--- src/rtl/aixh_mxc_inner_ptile_gen2.sv ---
// Weight-stationary inner MAC tile: YCELLS x XCELLS cells with shadow/active weights,
// optional internal input skew / output deskew, and swap handshaking against in-flight vectors.

module aixh_mxc_inner_ptile_gen2_dly #(
    parameter int unsigned W = 8,
    parameter int unsigned D = 1
) (
    input  logic         clk,
    input  logic         rst,
    input  logic [W-1:0] d,
    output logic [W-1:0] q
);
    logic [W-1:0] pipe_q [D];
    logic [W-1:0] pipe_d [D];

    always_comb begin
        pipe_d[0] = d;
        for (int unsigned i = 1; i < D; i++) pipe_d[i] = pipe_q[i-1];
    end

    always_ff @(posedge clk) begin
        if (rst) begin
            for (int unsigned i = 0; i < D; i++) pipe_q[i] <= '0;
        end else begin
            pipe_q <= pipe_d;
        end
    end

    assign q = pipe_q[D-1];
endmodule

module aixh_mxc_inner_ptile_gen2 #(
    parameter int unsigned XCELLS  = 4,
    parameter int unsigned YCELLS  = 4,
    parameter int unsigned ADW     = 8,
    parameter int unsigned WDW     = 8,
    parameter int unsigned PSW     = 24,
    parameter int unsigned SKEW_EN = 1
) (
    input  logic                    aixh_core_clk2x,
    input  logic                    aixh_core_rst2x,
    input  logic [XCELLS-1:0]       i_wld_vld,
    input  logic [XCELLS*WDW-1:0]   i_wld_dat,
    input  logic                    i_wswap,
    input  logic                    i_act_vld,
    input  logic [YCELLS*ADW-1:0]   i_act_dat,
    input  logic [XCELLS*PSW-1:0]   i_psum_dat,
    output logic                    o_act_rdy,
    output logic                    o_psum_vld,
    output logic [XCELLS*PSW-1:0]   o_psum_dat,
    output logic                    o_busy
);
    localparam int unsigned LAT = (SKEW_EN != 0) ? XCELLS + YCELLS - 1 : YCELLS;
    localparam int unsigned CW  = $clog2(LAT + 1);
    localparam int unsigned AXW = (XCELLS > 1) ? XCELLS - 1 : 1;
    localparam int unsigned MW  = ADW + WDW;

    typedef enum logic {IDLE = 1'b0, SWAP_WAIT = 1'b1} state_e;

    state_e          state_q, state_d;
    logic            rdy_q, rdy_d;
    logic            busy_q, busy_d;
    logic [CW-1:0]   cnt_q, cnt_d;
    logic [LAT-1:0]  vld_q, vld_d;
    logic            accept_c, swap_c;

    logic [WDW-1:0]  w_sh_q  [YCELLS][XCELLS];
    logic [WDW-1:0]  w_sh_d  [YCELLS][XCELLS];
    logic [WDW-1:0]  w_act_q [YCELLS][XCELLS];
    logic [WDW-1:0]  w_act_d [YCELLS][XCELLS];
    logic [ADW-1:0]  a_q     [YCELLS][AXW];
    logic [ADW-1:0]  a_d     [YCELLS][AXW];
    logic [PSW-1:0]  ps_q    [YCELLS][XCELLS];
    logic [PSW-1:0]  ps_d    [YCELLS][XCELLS];

    logic [ADW-1:0]  act_in_c [YCELLS];
    logic [ADW-1:0]  act_sk   [YCELLS];
    logic [PSW-1:0]  ps_in_c  [XCELLS];
    logic [PSW-1:0]  ps_sk    [XCELLS];
    logic [ADW-1:0]  ain_c    [YCELLS][XCELLS];
    logic [PSW-1:0]  pin_c    [YCELLS][XCELLS];
    logic signed [MW-1:0] prod_c;

    assign accept_c   = i_act_vld & rdy_q;
    assign o_act_rdy  = rdy_q;
    assign o_psum_vld = vld_q[LAT-1];
    assign o_busy     = busy_q;

    // Swap control: swap only once the array holds no in-flight vector
    always_comb begin
        state_d = state_q;
        swap_c  = 1'b0;
        case (state_q)
            IDLE: begin
                if (i_wswap) begin
                    if (cnt_q == '0 && !accept_c) swap_c = 1'b1;
                    else                          state_d = SWAP_WAIT;
                end
            end
            SWAP_WAIT: begin
                if (cnt_q == '0) begin
                    swap_c  = 1'b1;
                    state_d = IDLE;
                end
            end
            default: state_d = IDLE;
        endcase
        rdy_d  = (state_d == IDLE);
        cnt_d  = cnt_q + CW'(accept_c) - CW'(vld_q[LAT-1]);
        busy_d = (cnt_d != '0);
        vld_d[0] = accept_c;
        for (int unsigned i = 1; i < LAT; i++) vld_d[i] = vld_q[i-1];
    end

    // Shadow weights shift down per column; swap copies the pre-shift shadow
    always_comb begin
        w_sh_d = w_sh_q;
        for (int unsigned x = 0; x < XCELLS; x++) begin
            if (i_wld_vld[x]) begin
                w_sh_d[0][x] = i_wld_dat[x*WDW +: WDW];
                for (int unsigned y = 1; y < YCELLS; y++) w_sh_d[y][x] = w_sh_q[y-1][x];
            end
        end
        if (swap_c) w_act_d = w_sh_q;
        else        w_act_d = w_act_q;
    end

    // With internal skew, unaccepted data is zeroed so the array only sees real vectors
    always_comb begin
        for (int unsigned y = 0; y < YCELLS; y++)
            act_in_c[y] = (SKEW_EN == 0 || accept_c) ? i_act_dat[y*ADW +: ADW] : '0;
        for (int unsigned x = 0; x < XCELLS; x++)
            ps_in_c[x] = (SKEW_EN == 0 || accept_c) ? i_psum_dat[x*PSW +: PSW] : '0;
    end

    for (genvar y = 0; y < YCELLS; y++) begin : g_arow
        if (SKEW_EN != 0 && y > 0) begin : g_dly
            aixh_mxc_inner_ptile_gen2_dly #(.W(ADW), .D(y)) u_dly (
                .clk (aixh_core_clk2x),
                .rst (aixh_core_rst2x),
                .d   (act_in_c[y]),
                .q   (act_sk[y])
            );
        end else begin : g_thru
            assign act_sk[y] = act_in_c[y];
        end
    end

    for (genvar x = 0; x < XCELLS; x++) begin : g_pcol
        if (SKEW_EN != 0 && x > 0) begin : g_dly
            aixh_mxc_inner_ptile_gen2_dly #(.W(PSW), .D(x)) u_dly (
                .clk (aixh_core_clk2x),
                .rst (aixh_core_rst2x),
                .d   (ps_in_c[x]),
                .q   (ps_sk[x])
            );
        end else begin : g_thru
            assign ps_sk[x] = ps_in_c[x];
        end

        if (SKEW_EN != 0 && x < XCELLS - 1) begin : g_desk
            aixh_mxc_inner_ptile_gen2_dly #(.W(PSW), .D(XCELLS - 1 - x)) u_dly (
                .clk (aixh_core_clk2x),
                .rst (aixh_core_rst2x),
                .d   (ps_q[YCELLS-1][x]),
                .q   (o_psum_dat[x*PSW +: PSW])
            );
        end else begin : g_out
            assign o_psum_dat[x*PSW +: PSW] = ps_q[YCELLS-1][x];
        end
    end

    // MAC cells: activation flows right, partial sums flow down
    always_comb begin
        prod_c = '0;
        a_d    = a_q;
        for (int unsigned y = 0; y < YCELLS; y++) begin
            ain_c[y][0] = act_sk[y];
            for (int unsigned x = 1; x < XCELLS; x++) ain_c[y][x] = a_q[y][x-1];
        end
        for (int unsigned x = 0; x < XCELLS; x++) begin
            pin_c[0][x] = ps_sk[x];
            for (int unsigned y = 1; y < YCELLS; y++) pin_c[y][x] = ps_q[y-1][x];
        end
        for (int unsigned y = 0; y < YCELLS; y++) begin
            for (int unsigned x = 0; x < XCELLS; x++) begin
                prod_c      = $signed(ain_c[y][x]) * $signed(w_act_q[y][x]);
                ps_d[y][x]  = pin_c[y][x] + PSW'(prod_c);
            end
            for (int unsigned x = 0; x + 1 < XCELLS; x++) a_d[y][x] = ain_c[y][x];
        end
    end

    always_ff @(posedge aixh_core_clk2x) begin
        if (aixh_core_rst2x) begin
            state_q <= IDLE;
            rdy_q   <= 1'b1;
            busy_q  <= 1'b0;
            cnt_q   <= '0;
            vld_q   <= '0;
            for (int unsigned y = 0; y < YCELLS; y++) begin
                for (int unsigned x = 0; x < XCELLS; x++) begin
                    w_sh_q[y][x]  <= '0;
                    w_act_q[y][x] <= '0;
                    ps_q[y][x]    <= '0;
                end
                for (int unsigned x = 0; x < AXW; x++) a_q[y][x] <= '0;
            end
        end else begin
            state_q <= state_d;
            rdy_q   <= rdy_d;
            busy_q  <= busy_d;
            cnt_q   <= cnt_d;
            vld_q   <= vld_d;
            w_sh_q  <= w_sh_d;
            w_act_q <= w_act_d;
            a_q     <= a_d;
            ps_q    <= ps_d;
        end
    end
endmodule

--- config.mk ---
export PLATFORM = sky130hd
export DESIGN_NAME = aixh_mxc_inner_ptile_gen2
export DESIGN_NICKNAME = d
export VERILOG_FILES = /design/src/rtl/aixh_mxc_inner_ptile_gen2.sv
export SDC_FILE = /design/constraint.sdc
export NUM_CORES = 2
export LEC_CHECK = 0
export CAP_MARGIN = 20
export CORE_MARGIN = 4
export CORE_UTILIZATION = 29
export CTS_BUF_LIST = sky130_fd_sc_hd__clkbuf_4 sky130_fd_sc_hd__clkbuf_8
export CTS_CLUSTER_DIAMETER = 30
export CTS_CLUSTER_SIZE = 24
export DETAILED_ROUTE_END_ITERATION = 16
export SETUP_SLACK_MARGIN = 0.4
export SLEW_MARGIN = 5
export SYNTH_ARGS = -nofsm -noshare
export SYNTH_HDL_FRONTEND = slang
export SYNTH_SLANG_ARGS = --single-unit
--- constraint.sdc ---
create_clock -name aixh_core_clk2x -period 21.2 [get_ports aixh_core_clk2x]
set_input_delay 2.12 -clock aixh_core_clk2x [delete_from_list [all_inputs] [get_ports aixh_core_clk2x]]
set_output_delay 2.12 -clock aixh_core_clk2x [all_outputs]
set_load 0.02 [all_outputs]
# Yosys cells after proc, flatten, opt, wreduce, memory -nomap -nowiden
# Index checks and enable logic that the tools add are counted.
[classes]
addsub = 18
multipliers = 16
mux = 10
bitwise_logic = 4
reduce_logical = 5
[op_table]
columns = ["cell", "n"]
rows = [
  ["$add A24 B24 Y24", 16],
  ["$mul A8 B8 Y16", 16],
  ["$mux W24", 1],
  ["$mux W8", 1],
  ["$mux W1", 6],
  ["$pmux W1 S2", 2],
  ["$add A3 B1 Y3", 1],
  ["$logic_not A3 Y1", 1],
  ["$not A1 Y1", 3],
  ["$reduce_bool A3 Y1", 1],
  ["$sub A3 B1 Y3", 1],
  ["$reduce_or A2 Y1", 1],
  ["$and A1 B1 Y1", 1],
  ["$logic_and A1 B1 Y1", 1],
  ["$logic_not A1 Y1", 1],
]
[totals]
ff_bits = 1085
input_bits = 168
output_inout_bits = 99
elab_cells = 136

# Longest topological paths before layout
[depth]
word_depth = 7
ltp_mapped = 31
ltp_nobuf = 28

# Cells and area by module
# A second synthesis with hierarchy kept.
[hier_totals]
hier_cells = 9472
area_unflattened_um2 = 86907.1
[by_module_without_submodules]
columns = ["module", "instances", "cells_per_inst", "area_each_um2", "seq_area_each_um2"]
rows = [
  ["aixh_mxc_inner_ptile_gen2", 1, 8767, 77579.4, 14994.4],
  ["aixh_mxc_inner_ptile_gen2_dly (g_pcol[0].g_desk.u_dly ...)", 2, 152, 1981.9, 1441.4],
  ["aixh_mxc_inner_ptile_gen2_dly (g_pcol[1].g_desk.u_dly ...)", 2, 101, 1305.0, 960.9],
  ["aixh_mxc_inner_ptile_gen2_dly (g_arow[3].g_dly.u_dly ...)", 3, 50, 693.2, 480.5],
  ["aixh_mxc_inner_ptile_gen2_dly (g_arow[2].g_dly.u_dly)", 1, 33, 464.2, 320.3],
  ["aixh_mxc_inner_ptile_gen2_dly (g_arow[1].g_dly.u_dly)", 1, 16, 210.2, 160.2],
]

# Worst setup path before layout
# No wires, ideal clock.
[synth_timing]
kind = "input to register"
from = "input port i_act_vld"
to = "register ps_q, in the netlist pin_c[287]"
setup_ns = 0.072
arrival_time_ns = 8.445
required_ns = 21.128
slack_ns = 12.683
path_stages = 27
n_path_buf = 3
path_cell_list = "and2_1 clkbuf_1 clkbuf_1 clkbuf_1 nand3_1 fa_1 inv_1 fa_1 fa_1 inv_1 fa_1 inv_1 ha_1 o21ai_0 a21oi_1 o221a_4 or4b_4 nand4_4 inv_1 ha_1 and3_1 a21o_1 o21ai_0 a21oi_1 a41o_1 o22ai_1 mux2i_1"
[synth_via]
elab_chain_cells = 4
elab_cells_between_ends = 5
cone_classes = "1 x add/sub; 1 x mul; 2 x mux; 1 x bitwise"
[synth_lines]
columns = ["element", "line", "text"]
rows = [
  ["start, declared", "45", "input logic i_act_vld,"],
  ["$and A1 B1 Y1 (*)", "84", "assign accept_c = i_act_vld & rdy_q;"],
  ["$mux W8", "131", "act_in_c[y] = (SKEW_EN == 0 || accept_c) ? i_act_dat[y*ADW +: ADW] : '0;"],
  ["$mul A8 B8 Y16", "187", "prod_c = $signed(ain_c[y][x]) * $signed(w_act_q[y][x]);"],
  ["$add A24 B24 Y24 (*)", "188", "ps_d[y][x] = pin_c[y][x] + PSW'(prod_c);"],
  ["end signal, assigned", "218", "ps_q <= ps_d;"],
  ["end, declared", "73", "logic [PSW-1:0] ps_q [YCELLS][XCELLS];"],
]
# Mark *: on every way between the ends. The rest lies on a longest branch, timed or not.
# A chain may end at the register's enable or synchronous reset.

# Worst setup path in the final report
# Ends and elaborated chain as after synthesis.

==> impl_metrics.py <==
metrics = {
    "sta": {
        "fmax_mhz": 109.5,
        "max-slew-margin-rel_pct": 28.15,
        "tightestPinTransition_ps": 1070,
        "hold_violations": 0,
        "rsz0062_at_grt": "false",
        "min_period_over_period_pct": 43.10,
        "drv_slew": 0,
        "min_period_ps": 9137,
        "finalSetupViolCount": 0,
        "fin_worst_skew_ps": 105.6,
        "setup_tns_ps": 0,
    },
    "clocking": {
        "cts.sinks": 1085,
        "cts_tree": "yes",
        "hold_buffers": 0,
        "ctsResizeCount": 0,
        "clock_path_buffers": 4,
        "root_buffer": "clkbuf_8",
        "post_cts_buffers": 0,
        "clk_pin_slew_ps": 70,
        "cts_made_buffers": 244,
        "ctsHtreeMaxLevel": 4,
        "worstSkewPairLatency_ps": 1020,
    },
    "global_route": {
        "antenna_found_initial": 21,
        "grt_pass1_wl_um": 331900,
        "grt_util_met2_pct": 19.82,
        "grt_util_met3_pct": 2.271,
        "grt_start_max_net_pins": 172,
        "grt_usage_pct": 13.27,
        "grt_pass1_vias": 60770,
        "grt-busiest-layer": "met2",
        "use_met1_pct": 19.78,
        "overflow": 0,
    },
    "yosys": {
        "synth-edff-count": 0,
        "synth_compound_area_share_pct": 9.724,
        "muxShareOfSynthArea_pct": 1.634,
        "yosys_warnings": 0,
        "yosysSeqAreaShare_pct": 25.26,
        "synthTopCellsByArea": "dfxtp_1 25%, fa_1 21%, ha_1 12%",
        "synth_xor_area_share_pct": 5.835,
        "ys_types": 85,
        "synth_largest_area_cell": "dfxtp_1",
        "syn_avg_cell_area_um2": 9.185,
        "synth-adder-area-share_pct": 33.02,
        "ys.flop_type": "dfxtp_1",
        "synth_top_family_by_area": "adder cells",
        "synth_nets": 11260,
        "async_flop_share_pct": 0,
        "syn_area_um2": 85990,
        "netlist.area_leader.share_pct": 25.26,
        "synthSimpleGateAreaFrac_pct": 17.60,
        "syn_inst": 9362,
        "synth-seq-cells": 1085,
    },
    "cells_and_area": {
        "layout_common_cells": "1,389 x inv_1, 1,085 x dfxtp_1, 897 x fa_1",
        "fin_nets": 11600,
        "layout_commonest_cell": "inv_1",
        "multiInputGateArea_um2": 58330,
        "regArea_um2": 21720,
        "area_delta_synth_final_pct": 14.93,
        "fillers": 30390,
        "drive_gt1_share_pct": 5.451,
    },
    "setup_path": {
        "worst_setup_path_end_kind": "flop",
        "path_buf_inv": 7,
        "timing.rr.start": "o_act_rdy",
        "crit_top_cell": "inv_1",
        "critPathRequiredTime_ps": 22050,
        "cpMaxStageDelayCell": "clkdlybuf4s50_1",
        "arrival_ps": 9980,
        "critical_path_class": "primary input to flop",
        "worst-path-max-fanout": 95,
        "start_kind": "primary input",
        "crit_family": "adder cells",
        "reg2reg_slack_ps": 13440,
        "cpPeakStageDelay_ps": 870,
        "reg2reg_depth": 26,
        "timing.rr.end": "pin_c[287]",
    },
    "route": {
        "route.detailed.drc": 0,
        "vias_per_cell": 4.389,
        "antenna_left": 0,
        "vias": 60740,
        "routed_wl_um": 203400,
        "drt_pass1_iterations": 5,
        "wl_per_cell_um": 14.70,
        "first_iter_violations": 2742,
    },
    "power": {
        "p_int_w": 0.003879,
        "p_leak_nw": 47.19,
        "clock_power_share_pct": 50.1,
        "peakVddDrop_v": 0.00004385,
        "p_total_w": 0.005406,
        "combPwrFrac_pct": 9.6,
        "power.switching_w": 0.001527,
        "p_per_area_nw_per_um2": 54.70,
        "seq_power_share_pct": 40.3,
        "swShare_pct": 28.25,
    },
    "floorplan": {
        "die_w_um": 552.5,
        "fp.dieH_um": 552.5,
        "dieArea_um2": 305300,
        "num_rows": 199,
        "coreArea_um2": 294600,
        "start_util_pct": 29.19,
        "pin_count": 267,
    },
    "place": {
        "place.gp.congestion": 0.8340,
        "port-buffer-count": 266,
        "dp_hpwl_um": 164100,
    },
    "hold_path": {
        "min_path_cells": 1,
        "min_from": "g_pcol[3].g_dly.u_dly.pipe_d[8]",
        "worstHoldPathType": "flop to flop",
        "holdPathEnd": "g_pcol[3].g_dly.u_dly.q[8]",
    },
    "run": {
        "cap_violations": 0,
    },
    "outcome": {
        "status": "completed",
    },
}
[sequential cells by signal, summed over array words and instances, names as in the netlist, 32 cells and up]
register	flops
pin_c	288
a_q	32
ps_q	72
w_sh_q	128
g_pcol.g_desk.u_dly.pipe_d	72
g_pcol.g_desk.u_dly.q	72
g_pcol.g_dly.u_dly.q	72
w_act_q	128
a_d	64
g_pcol.g_dly.u_dly.pipe_d	72
[cell type report]
cell class                      count  share of cell area (%)
Antenna cell                       13                 0.03292
Clock buffer                      283                   3.852
Clock inverter                    172                   1.981
Inverter                         1390                   5.284
Multi-Input combinational cell   6688                   59.02
Sequential cell                  1085                   21.98
Tap cell                         3919                   4.961
Timing Repair Buffer              289                   2.891
[cells by family (layout without fill, tap and decap cells)]
group	after synthesis	in the layout
xor+xnor	563	563
mux	139	139
flops	1085	1085
buf+inv	1589	2134
simple gates	2939	2939
compound gates	1316	1316
other cells	0	13
fa+ha+maj	1731	1731
[power groups by stage]
stage	Sequential (W)	Combinational, W	Clock, W
after floorplan	0.00219	0.000356	0
after global placement	0.00222	0.000521	0
after detailed placement	0.00222	0.000521	0
after CTS	0.00218	0.000526	0.00281
after global routing	0.00219	0.000583	0.00291
final	0.00218	0.000518	0.00271
[through the flow]
stage	hold WS, ps	std cells	setup WS (ps)	area, um2	utilization [%]
2_1_floorplan	413.8	9362	12680	85990	-
5_1_grt	416.3	13830	11540	98810	33.55
3_5_place_dp	420.4	13370	11170	93010	31.58
3_3_place_gp	414.9	13370	11290	93010	31.58
6_report	391.8	13840	12060	98830	33.55
4_1_cts	403.6	13820	12190	98770	33.53
[worst reg2reg max path, cell delays in order, from the launching register on]
cell	delay, ps
dfxtp_1	690
and2_4	600
buf_4	740
and3_1	290
fa_1	180
inv_1	60
fa_1	470
inv_1	50
fa_1	520
inv_1	50
fa_1	470
inv_1	40
ha_1	310
o21ai_0	90
o21bai_1	150
o221a_4	290
or4b_4	550
nand4_4	220
inv_1	210
ha_1	420
and3_1	260
a21o_1	220
o21ai_0	170
a21oi_1	60
a41o_1	210
o22ai_1	180
mux2i_1	190
[Yosys cell counts, drive strengths merged (102+ instances only)]
cell,number
xnor2,397
nand2,604
dfxtp,1085
xor2,160
and3,213
nor2b,400
mux2i,131
nor2,655
clkbuf,190
ha,834
o21ai,171
a21o,174
fa,897
a21oi,508
and2,650
o21bai,106
inv,1389
nor3,102
[worst max path at each step]
stage	start	endpoint	slack (ps)	cells past startpoint
6_report	i_act_vld	pin_c[287]	12060	27
5_1_grt	i_act_vld	pin_c[283]	11540	28
4_1_cts	i_act_vld	pin_c[287]	12190	28
3_5_place_dp	i_act_vld	pin_c[287]	11170	28
3_3_place_gp	i_act_vld	pin_c[283]	11290	28
2_1_floorplan	i_act_vld	pin_c[287]	12680	27
[metal layers]
layer / vias up / wire [um]
met5: - / 114
li1: 30840 / -
met3: 290 / 9011
met1: 28740 / 105600
met2: 845 / 84660
met4: 16 / 3997
(Power assumes the default switching activity.)
